**config.mk**
```make
export PLATFORM = sky130hd
export DESIGN_NAME = fb_arbiter
export DESIGN_NICKNAME = d
export VERILOG_FILES = /design/src/rtl/fb_pkg.sv /design/src/rtl/fb_clear_seq.sv /design/src/rtl/fb_arbiter.sv
export SDC_FILE = /design/constraint.sdc
export NUM_CORES = 1
export LEC_CHECK = 0
export ABC_CLOCK_PERIOD_IN_PS = 3900
export CORE_MARGIN = 2
export CORE_UTILIZATION = 44
export CTS_BUF_LIST = sky130_fd_sc_hd__clkbuf_8
export CTS_CLUSTER_SIZE = 12
export DETAILED_ROUTE_END_ITERATION = 8
export PLACE_DENSITY = 0.87
export SLEW_MARGIN = 20
export SYNTH_ARGS = -nofsm -noshare
export SYNTH_HDL_FRONTEND = slang
export SYNTH_SLANG_ARGS = --single-unit
export TNS_END_PERCENT = 20
```
**constraint.sdc**
```tcl
create_clock -name clk -period 3.9 [get_ports clk]
set_clock_uncertainty 0.05 [all_clocks]
set_input_delay 0.78 -clock clk [delete_from_list [all_inputs] [get_ports clk]]
set_output_delay 0.78 -clock clk [all_outputs]
set_load 0.03 [all_outputs]
```
**src/rtl/fb_pkg.sv**
```systemverilog
// Shared constants and type definitions for the framebuffer arbiter slice.
// Imported by the arbiter top and the clear-screen sequencer.
package fb_pkg;

  localparam int FB_ADDR_W     = 12;
  localparam int FB_DATA_W     = 16;
  localparam int FB_WORDS      = 4000;
  localparam int FB_LINE_WORDS = 20;

  // Who owns the access travelling down the response pipeline.
  typedef enum logic [1:0] {
    OWN_NONE,
    OWN_DISP,
    OWN_HOST,
    OWN_CLR
  } owner_t;

  typedef enum logic {
    CLR_IDLE,
    CLR_FILL
  } clr_state_t;

endpackage

```
**src/rtl/fb_clear_seq.sv**
```systemverilog
// Clear-screen sequencer: walks every framebuffer word writing a latched fill value,
// advancing only on cycles where the arbiter grants it the RAM slot.
module fb_clear_seq
  import fb_pkg::*;
#(
  parameter int ADDR_W = FB_ADDR_W,
  parameter int DATA_W = FB_DATA_W,
  parameter int WORDS  = FB_WORDS
) (
  input  logic              clk,
  input  logic              rst,
  input  logic              start,
  input  logic [DATA_W-1:0] value,
  input  logic              grant,
  output logic              req,
  output logic [ADDR_W-1:0] addr,
  output logic [DATA_W-1:0] data,
  output logic              busy,
  output logic              done
);

  localparam logic [ADDR_W-1:0] LAST_ADDR = ADDR_W'(WORDS - 1);

  clr_state_t        state_q, state_d;
  logic [ADDR_W-1:0] addr_q, addr_d;
  logic [DATA_W-1:0] value_q, value_d;
  logic              done_q, last_write;

  always_ff @(posedge clk) begin
    if (rst) begin
      state_q <= CLR_IDLE;
      addr_q  <= '0;
      value_q <= '0;
      done_q  <= 1'b0;
    end else begin
      state_q <= state_d;
      addr_q  <= addr_d;
      value_q <= value_d;
      done_q  <= last_write;
    end
  end

  // A start pulse during FILL is ignored so the fill value stays stable.
  always_comb begin
    state_d    = state_q;
    addr_d     = addr_q;
    value_d    = value_q;
    last_write = 1'b0;
    case (state_q)
      CLR_IDLE: begin
        if (start) begin
          state_d = CLR_FILL;
          addr_d  = '0;
          value_d = value;
        end
      end
      CLR_FILL: begin
        if (grant) begin
          addr_d = addr_q + ADDR_W'(1);
          if (addr_q == LAST_ADDR) begin
            state_d    = CLR_IDLE;
            last_write = 1'b1;
          end
        end
      end
      default: state_d = CLR_IDLE;
    endcase
  end

  assign req  = (state_q == CLR_FILL);
  assign busy = (state_q == CLR_FILL);
  assign addr = addr_q;
  assign data = value_q;
  assign done = done_q;

endmodule

```
**src/rtl/fb_arbiter.sv**
```systemverilog
// Single-port framebuffer RAM arbiter: display scan-out first, then a starving clear,
// then the host, then a pending clear; reads return on a fixed two-cycle pipeline.
module fb_arbiter
  import fb_pkg::*;
#(
  parameter int ADDR_W       = FB_ADDR_W,
  parameter int DATA_W       = FB_DATA_W,
  parameter int FB_WORDS     = 4000,
  parameter int STARVE_LIMIT = 8
) (
  input  logic              clk,
  input  logic              rst,
  input  logic              disp_req,
  input  logic [ADDR_W-1:0] disp_addr,
  output logic              disp_rvalid,
  output logic [DATA_W-1:0] disp_rdata,
  input  logic              host_valid,
  output logic              host_ready,
  input  logic              host_we,
  input  logic [ADDR_W-1:0] host_addr,
  input  logic [DATA_W-1:0] host_wdata,
  input  logic [DATA_W-1:0] host_wmask,
  output logic              host_rvalid,
  output logic [DATA_W-1:0] host_rdata,
  input  logic              clr_start,
  input  logic [DATA_W-1:0] clr_value,
  output logic              clr_busy,
  output logic              clr_done,
  output logic              mem_en,
  output logic              mem_we,
  output logic [ADDR_W-1:0] mem_addr,
  output logic [DATA_W-1:0] mem_wdata,
  output logic [DATA_W-1:0] mem_wmask,
  input  logic [DATA_W-1:0] mem_rdata
);

  localparam int                CNT_W = $clog2(STARVE_LIMIT + 1);
  localparam logic [CNT_W-1:0] LIMIT = CNT_W'(STARVE_LIMIT);

  function automatic logic in_range(input logic [ADDR_W-1:0] a);
    return ({1'b0, a} < (ADDR_W + 1)'(FB_WORDS));
  endfunction

  logic              clr_req, clr_grant, host_grant, forced;
  logic [ADDR_W-1:0] clr_addr;
  logic [DATA_W-1:0] clr_data;
  logic [CNT_W-1:0]  starve_q;

  owner_t            sel_owner;
  logic              sel_rd, sel_we, sel_ok;
  logic [ADDR_W-1:0] sel_addr;
  logic [DATA_W-1:0] sel_wdata, sel_wmask;

  owner_t            owner1, owner2;
  logic              rd1, rd2, inr1, inr2;

  fb_clear_seq #(
    .ADDR_W(ADDR_W),
    .DATA_W(DATA_W),
    .WORDS (FB_WORDS)
  ) u_clear (
    .clk  (clk),
    .rst  (rst),
    .start(clr_start),
    .value(clr_value),
    .grant(clr_grant),
    .req  (clr_req),
    .addr (clr_addr),
    .data (clr_data),
    .busy (clr_busy),
    .done (clr_done)
  );

  assign forced     = clr_busy && (starve_q == LIMIT);
  assign host_ready = !rst && !disp_req && !forced;
  assign host_grant = host_valid && host_ready;
  assign clr_grant  = !rst && !disp_req && clr_req && (forced || !host_valid);

  always_comb begin
    sel_owner = OWN_NONE;
    sel_rd    = 1'b0;
    sel_we    = 1'b0;
    sel_addr  = '0;
    sel_wdata = '0;
    sel_wmask = '0;
    if (disp_req) begin
      sel_owner = OWN_DISP;
      sel_rd    = 1'b1;
      sel_addr  = disp_addr;
    end else if (clr_grant) begin
      sel_owner = OWN_CLR;
      sel_we    = 1'b1;
      sel_addr  = clr_addr;
      sel_wdata = clr_data;
      sel_wmask = '1;
    end else if (host_grant) begin
      sel_owner = OWN_HOST;
      sel_rd    = !host_we;
      sel_we    = host_we;
      sel_addr  = host_addr;
      sel_wdata = host_wdata;
      sel_wmask = host_wmask;
    end
  end

  assign sel_ok = (sel_owner != OWN_NONE) && in_range(sel_addr);

  // Host wins only while the counter is below the limit, so no extra saturation test is needed there.
  always_ff @(posedge clk) begin
    if (rst || !clr_busy || clr_grant) begin
      starve_q <= '0;
    end else if (host_grant && (starve_q != LIMIT)) begin
      starve_q <= starve_q + CNT_W'(1);
    end
  end

  always_ff @(posedge clk) begin
    if (rst) begin
      mem_en    <= 1'b0;
      mem_we    <= 1'b0;
      mem_addr  <= '0;
      mem_wdata <= '0;
      mem_wmask <= '0;
      owner1    <= OWN_NONE;
      rd1       <= 1'b0;
      inr1      <= 1'b0;
      owner2    <= OWN_NONE;
      rd2       <= 1'b0;
      inr2      <= 1'b0;
    end else begin
      mem_en    <= sel_ok;
      mem_we    <= sel_ok && sel_we;
      mem_addr  <= sel_addr;
      mem_wdata <= sel_wdata;
      mem_wmask <= sel_wmask;
      owner1    <= sel_owner;
      rd1       <= sel_rd;
      inr1      <= in_range(sel_addr);
      owner2    <= owner1;
      rd2       <= rd1;
      inr2      <= inr1;
    end
  end

  // Out-of-range reads still answer on time, but with zero instead of RAM data.
  assign disp_rvalid = rd2 && (owner2 == OWN_DISP);
  assign host_rvalid = rd2 && (owner2 == OWN_HOST);
  assign disp_rdata  = (disp_rvalid && inr2) ? mem_rdata : '0;
  assign host_rdata  = (host_rvalid && inr2) ? mem_rdata : '0;

endmodule

```
==> results of run 1 <==
## logic make-up after synthesis
family                   synth area share
flip-flops                          0.505
adder cells (fa/ha/maj)            0.0108
AND/OR/NAND/NOR                     0.228
XOR/XNOR                           0.0276
buffers and inverters              0.0427
AO/OA/AOI/OAI                       0.186
## placed cells by master (no fill, tap or decap), drive strengths merged, types with 3 or more instances in the layout
cell,instances
a21oi,27
a222oi,5
a22o,16
and3,34
buf,9
clkbuf,9
clkdlybuf4s50,175
dfxtp,88
ha,3
inv,13
nand2,49
nand3,6
nand4,7
nor2,40
nor2b,7
nor3,6
o21a,16
o21ai,7
o311a,4
xnor2,6
xor2,5
## power by group
group	switching, mW	internal (mW)
combinational	0.143	0.160
sequential	0.0171	0.936
clock	0.357	0.251
## area by class of cell
class,instances,area share
inverters,8,0.00545
flip-flops and latches,88,0.320
repair buffers,184,0.330
multi-input cells,261,0.287
well taps,102,0.0232
clock inverters,7,0.0125
clock buffers,9,0.0225
## flip-flops by register name (all words and copies together), names as in the netlist
register      flops
rd2               1
u_clear.data     16
u_clear.busy      1
inr2              1
rd1               1
owner1            2
mem_addr         12
mem_wmask        16
mem_wdata        16
starve_q          4
u_clear.addr     12
mem_we            1
owner2            2
mem_en            1
u_clear.done      1
inr1              1
## worst max-delay path by stage
stage,slack (ns),depth (start not counted),to,start
after floorplan,1.44,3,host_ready,rst
after global placement,0.75,5,host_ready,disp_req
after detailed placement,0.73,5,host_ready,disp_req
after CTS,0.71,4,host_rdata[10],rd2
after global routing,0.59,4,host_rdata[10],rd2
final,0.68,5,host_ready,disp_req
## through the flow
stage | hold slack, ns | cells | util | setup WS [ns]
after global placement | 0.371 | 643 | 0.692 | 0.747
after floorplan | 0.364 | 386 | - | 1.44
after CTS | 0.395 | 659 | 0.717 | 0.711
after detailed placement | 0.371 | 643 | 0.692 | 0.726
after global routing | 0.417 | 659 | 0.717 | 0.592
final | 0.395 | 659 | 0.717 | 0.682
## routing by layer
| metal | vias up | routed length [microns] | share of wire |
|---|---|---|---|
| met5 | - | 0 | 0 |
| met4 | 0 | 187 | 0.018 |
| met3 | 15 | 631 | 0.062 |
| met2 | 136 | 5050 | 0.50 |
| met1 | 1552 | 4260 | 0.42 |
| li1 | 1679 | - | - |
==> out/qor.yml, run 1 <==
die:
  die-height_microns: 93.1
  die-width_microns: 93.1
  dieArea_sq_um: 8660
  rows: 32
  core-area_sq_um: 7690
  ioPinCount: 177
  initial_core_util: 0.454
clock_tree:
  clk_latency_ns: 0.35
  clk_pin_slew_ns: 0.09
  cts_buffers: 9
  clk_path_buf_depth: 2
  cts_hold_buf: 0
  cts-htree-levels: 3
  cts_tree: "built"
  cts_setup_buffers: 0
  post_cts_resized: 0
  cts.sinks: 88
  cts_root_buffer: "clkbuf_8"
layout:
  drive_gt1_frac: 0.0557
  num-nets-final: 649
  multi_input_comb_area_sq_um: 1580
  area_growth_syn_to_layout_pct: 57.9
  fill_cells: 610
  regArea_sq_um: 1760
  final_cell_area_sq_um: 5510
  antennaDiodeCount: 0
power:
  finalPower_mw: 1.86
  power_density_nw_per_um2: 338
  ir_drop_mv: 0.233
  p_leak_nw: 2.12
synthesis:
  yosysMostFrequentCell: "dfxtp_1"
  ys_seq_elements: 88
  synth_area_sq_um: 3490
  synth_seq_area_share: 0.505
  synthTopCellsByArea: "dfxtp_1 50%, and3_1 6.1%, nand2_1 5.3%"
  ys.flop_type: "dfxtp_1"
  syn_area_per_cell_sq_um: 9.04
  synth_top_area_frac: 0.505
  synth_warnings: 0
  synth.distinct_cells: 42
  synth-edff-count: 0
  syn-num-nets: 483
  ys_async_sr_fraction: 0
  synthesis.instances: 386
  synth_commonest_cells: "88 x dfxtp_1, 49 x nand2_1, 40 x nor2_1"
  yosys.area.top_type: "dfxtp_1"
critical_path:
  crit_family: "buffers and inverters"
  ff2ff_path_depth: 6
  cp_slowest_cell: "clkdlybuf4s50_1"
  arrival_ns: 2.39
  crit_type: "in2out"
  cp.required_ns: 3.07
  worstPathMaxFanout: 12
  cp-start-kind: "primary input"
  ff2ff_setup_slack_ns: 1.55
  cp-end-kind: "output pin"
  critPathMaxStageDelay_ns: 0.64
  reg2reg_to: "mem_we"
  path_cells: "clkdlybuf4s50_1, buf_4, or2_2, nor2_1, buf_4"
  critical_path_buf_inv_count: 3
  r2r_start: "u_clear.busy"
  cpMostUsedCell: "buf_4"
placement:
  hpwl_microns: 7580
  gp_congestion: 0.861
  numPortBuffers: 176
  placed_area_sq_um: 5320
detailed_routing:
  post-route-drc-count: 0
  ant_nets: 0
  drt_pre_antenna_iters: 4
  wl_per_cell_microns: 15.4
  avgViaCountPerCell: 5.13
  via_count: 3382
  drt_wl_total_microns: 10100
  drt-initial-drc-count: 160
global_routing:
  grt.total_usage: 0.231
  met3_usage: 0.0467
  grt_pass1_vias: 3323
  use_met2: 0.399
  grt_overflow: 0
  grt_max_degree: 33
  antenna_found_initial: 0
  grtUsageMet1: 0.281
  grt_pass1_wl_microns: 15900
  top_usage_layer: "met2"
sta:
  rsz0062_at_grt: "no"
  max_freq_mhz: 311
  fin_crit_ns: 3.22
  tightest_slew_ns: 0.916
  period_share: 0.825
  finalHoldViolations: 0
  fin_tns_setup_ns: 0
  slew_viol_final: 0
  max-slew-margin-rel: 0.390
  setup_viol: 0
min_path:
  hold_end: "owner2[1]"
  hold_path_depth: 1
  min_from: "owner1[1]"
  hp-class: "reg2reg"
status:
  status: "finished clean"
job:
  maxCapViolCount: 0
(Power assumes the default switching activity.)
==> inputs of run 2 (changes only) <==
--- a/config.mk
+++ b/config.mk
@@ -5,13 +5,13 @@
 export SDC_FILE = /design/constraint.sdc
 export NUM_CORES = 1
 export LEC_CHECK = 0
-export ABC_CLOCK_PERIOD_IN_PS = 3900
+export ABC_CLOCK_PERIOD_IN_PS = 2600
 export CORE_MARGIN = 2
-export CORE_UTILIZATION = 44
+export CORE_UTILIZATION = 37
 export CTS_BUF_LIST = sky130_fd_sc_hd__clkbuf_8
 export CTS_CLUSTER_SIZE = 12
 export DETAILED_ROUTE_END_ITERATION = 8
-export PLACE_DENSITY = 0.87
+export PLACE_DENSITY = 0.78
 export SLEW_MARGIN = 20
 export SYNTH_ARGS = -nofsm -noshare
 export SYNTH_HDL_FRONTEND = slang
==> constraint.sdc (replaced) <==
create_clock -name clk -period 2.6 [get_ports clk]
set_clock_uncertainty 0.05 [all_clocks]
set_input_delay 0.52 -clock clk [delete_from_list [all_inputs] [get_ports clk]]
set_output_delay 0.52 -clock clk [all_outputs]
set_load 0.03 [all_outputs]
==> run 2 against run 1 <==
Effect of this change:
- register-to-register slack worse by 1.1 ns
- wire length grew 2.0%
- largest power group unchanged
- clock power is 52% higher
- global-route usage decreased by 3.3 points
==> out/qor.yml, run 2 (synthesis gave the netlist of run 1 again) <==
power:
  combinationalPowerShare: 0.166  # +0.003
  power_switching_uw: 786  # +52%
  p_seq_frac: 0.506  # -0.005
  ir_drop_mv: 0.214  # -8.2%
  finalPower_mw: 2.82  # +51%
  p_leak_nw: 2.26  # +6.5%
  power_density_nw_per_um2: 503  # +49%
  clockPowerShare: 0.328  # +0.002
  p_sw_frac: 0.279  # +0.00199
  p_int_mw: 2.03  # +51%
layout:
  mostFrequentLayoutCells: "170 x clkdlybuf4s50_1, 88 x dfxtp_1, 49 x nand2_1"
  final_util: 0.610  # -0.107
  area_growth_syn_to_layout_pct: 60.6
  fill_cells: 756  # +24%
  num-nets-final: 656  # +1.1%
  antennaDiodeCount: 0  # unchanged
  finalNonFillerCells: 675  # +2.4%
  final_common_cell: "clkdlybuf4s50_1"
  drive_gt1_frac: 0.0674  # +0.0117
die:
  initial_core_util: 0.379  # -0.0745
  die-width_microns: 101  # +8.7%
  ioPinCount: 177  # unchanged
  core-area_sq_um: 9200  # +20%
  dieArea_sq_um: 10200  # +18%
  rows: 35  # +9.4%
  die-height_microns: 101  # +8.7%
placement:
  post-place-cells: 659  # +2.5%
  numPortBuffers: 176  # unchanged
  gp_congestion: 0.869  # +0.93%
  hpwl_microns: 7770  # +2.5%
clock_tree:
  clk_latency_ns: 0.36  # about the same
  cts_buffers: 9  # unchanged
  cts-htree-levels: 3  # unchanged
  clk_pin_slew_ns: 0.09  # about the same
  cts.sinks: 88  # unchanged
  cts_root_buffer: "clkbuf_8"
  cts_hold_buf: 0  # unchanged
  clk_path_buf_depth: 2  # unchanged
  cts_tree: "built"
global_routing:
  antenna_found_initial: 0  # unchanged
  grt.total_usage: 0.198  # -0.0335
  grt_overflow: 0  # unchanged
  grt_pass1_vias: 3204  # -3.6%
  grt_max_degree: 41  # +24%
  grt_pass1_wl_microns: 15800  # -0.65%
job:
  maxCapViolCount: 0  # unchanged
sta:
  tightest_slew_ns: 0.451  # -0.465 ns
  fin_crit_ns: 2.49
  period_share: 0.956
  slew_viol_final: 0  # unchanged
  finalHoldViolations: 0  # unchanged
  rsz0062_at_grt: "no"
  max_freq_mhz: 402
  setup_viol: 0  # unchanged
  fin_tns_setup_ns: 0  # unchanged
  max-slew-margin-rel: 0.698  # +0.308
detailed_routing:
  via_count: 3400  # +0.53%
  drt-initial-drc-count: 156  # -2.5%
  ant_nets: 0  # unchanged
  wl_per_cell_microns: 15.3  # -0.41%
  post-route-drc-count: 0  # unchanged
  drt_wl_total_microns: 10300  # +2.0%
  avgViaCountPerCell: 5.04  # -1.9%
  drt_pre_antenna_iters: 4  # unchanged
critical_path:
  arrival_ns: 1.92  # -0.47 ns
  cp-start-kind: "register"
  cp-end-kind: "output pin"
  cp.required_ns: 2.03  # -1.04 ns
  crit_type: "reg2out"
  worstPathMaxFanout: 17  # +5
status:
  status: "finished clean"
min_path:
  hp-class: "reg2reg"
==> run 2: stage by stage <==
| step | area (sq um) | setup slack [ns] | hold WS (ns) |
|---|---|---|---|
| after floorplan | 3490 | 0.541 | 0.364 |
| after global routing | 5610 | 0.000103 | 0.398 |
| final | 5610 | 0.113 | 0.386 |
| after CTS | 5590 | 0.0467 | 0.387 |
| after detailed placement | 5390 | 0.0758 | 0.374 |
| after global placement | 5390 | 0.0897 | 0.368 |
==> run 2: metal layers <==
metal | track usage | wire length (microns) | vias to the layer above
li1 | - | - | 1700
met4 | 0.0613 | 74 | 0
met2 | 0.345 | 5300 | 155
met1 | 0.235 | 4110 | 1539
met5 | 0 | 0 | -
met3 | 0.0562 | 851 | 6
==> run 2: timing repair <==
item,4_1_cts,5_1_grt
endpoints found under the setup margin,0,5
resized for setup,0,5
buffers inserted,0,0
==> run 2: layout make-up <==
class,instances,area (sq um),share of cell area
Timing Repair Buffer,191,1900,0.338
Sequential cell,88,1760,0.314
Multi-Input combinational cell,261,1580,0.282
Tap cell,111,139,0.0248
Clock buffer,9,124,0.0221
Clock inverter,7,75.1,0.0134
Inverter,8,30.0,0.00536
==> run 2: worst paths after layout <==
| kind | slack (ns) | to | depth (start not counted) | startpoint |
|---|---|---|---|---|
| setup / recovery | 0.11 | disp_rdata[5] | 4 | owner2[1] |
| setup reg to reg | 0.41 | u_clear.addr[11] | 7 | starve_q[0] |
| hold / removal | 0.39 | owner2[1] | 1 | owner1[1] |
| hold reg to reg | 0.39 | owner2[1] | 1 | owner1[1] |
==> run 2: worst max-delay path, stage by stage (launching register included) <==
cell	delay, ns
dfxtp_1	0.32
and3b_1	0.20
buf_4	0.19
and3_1	0.18
clkdlybuf4s50_1	0.67
==> run 2: power by group through the flow <==
stage	sequential (mW)	combinational, mW	clock, mW
3_3_place_gp	1.46	0.462	0
6_report	1.43	0.469	0.923
4_1_cts	1.43	0.471	0.950
2_1_floorplan	1.53	0.133	0
5_1_grt	1.43	0.501	1.01
3_5_place_dp	1.46	0.469	0
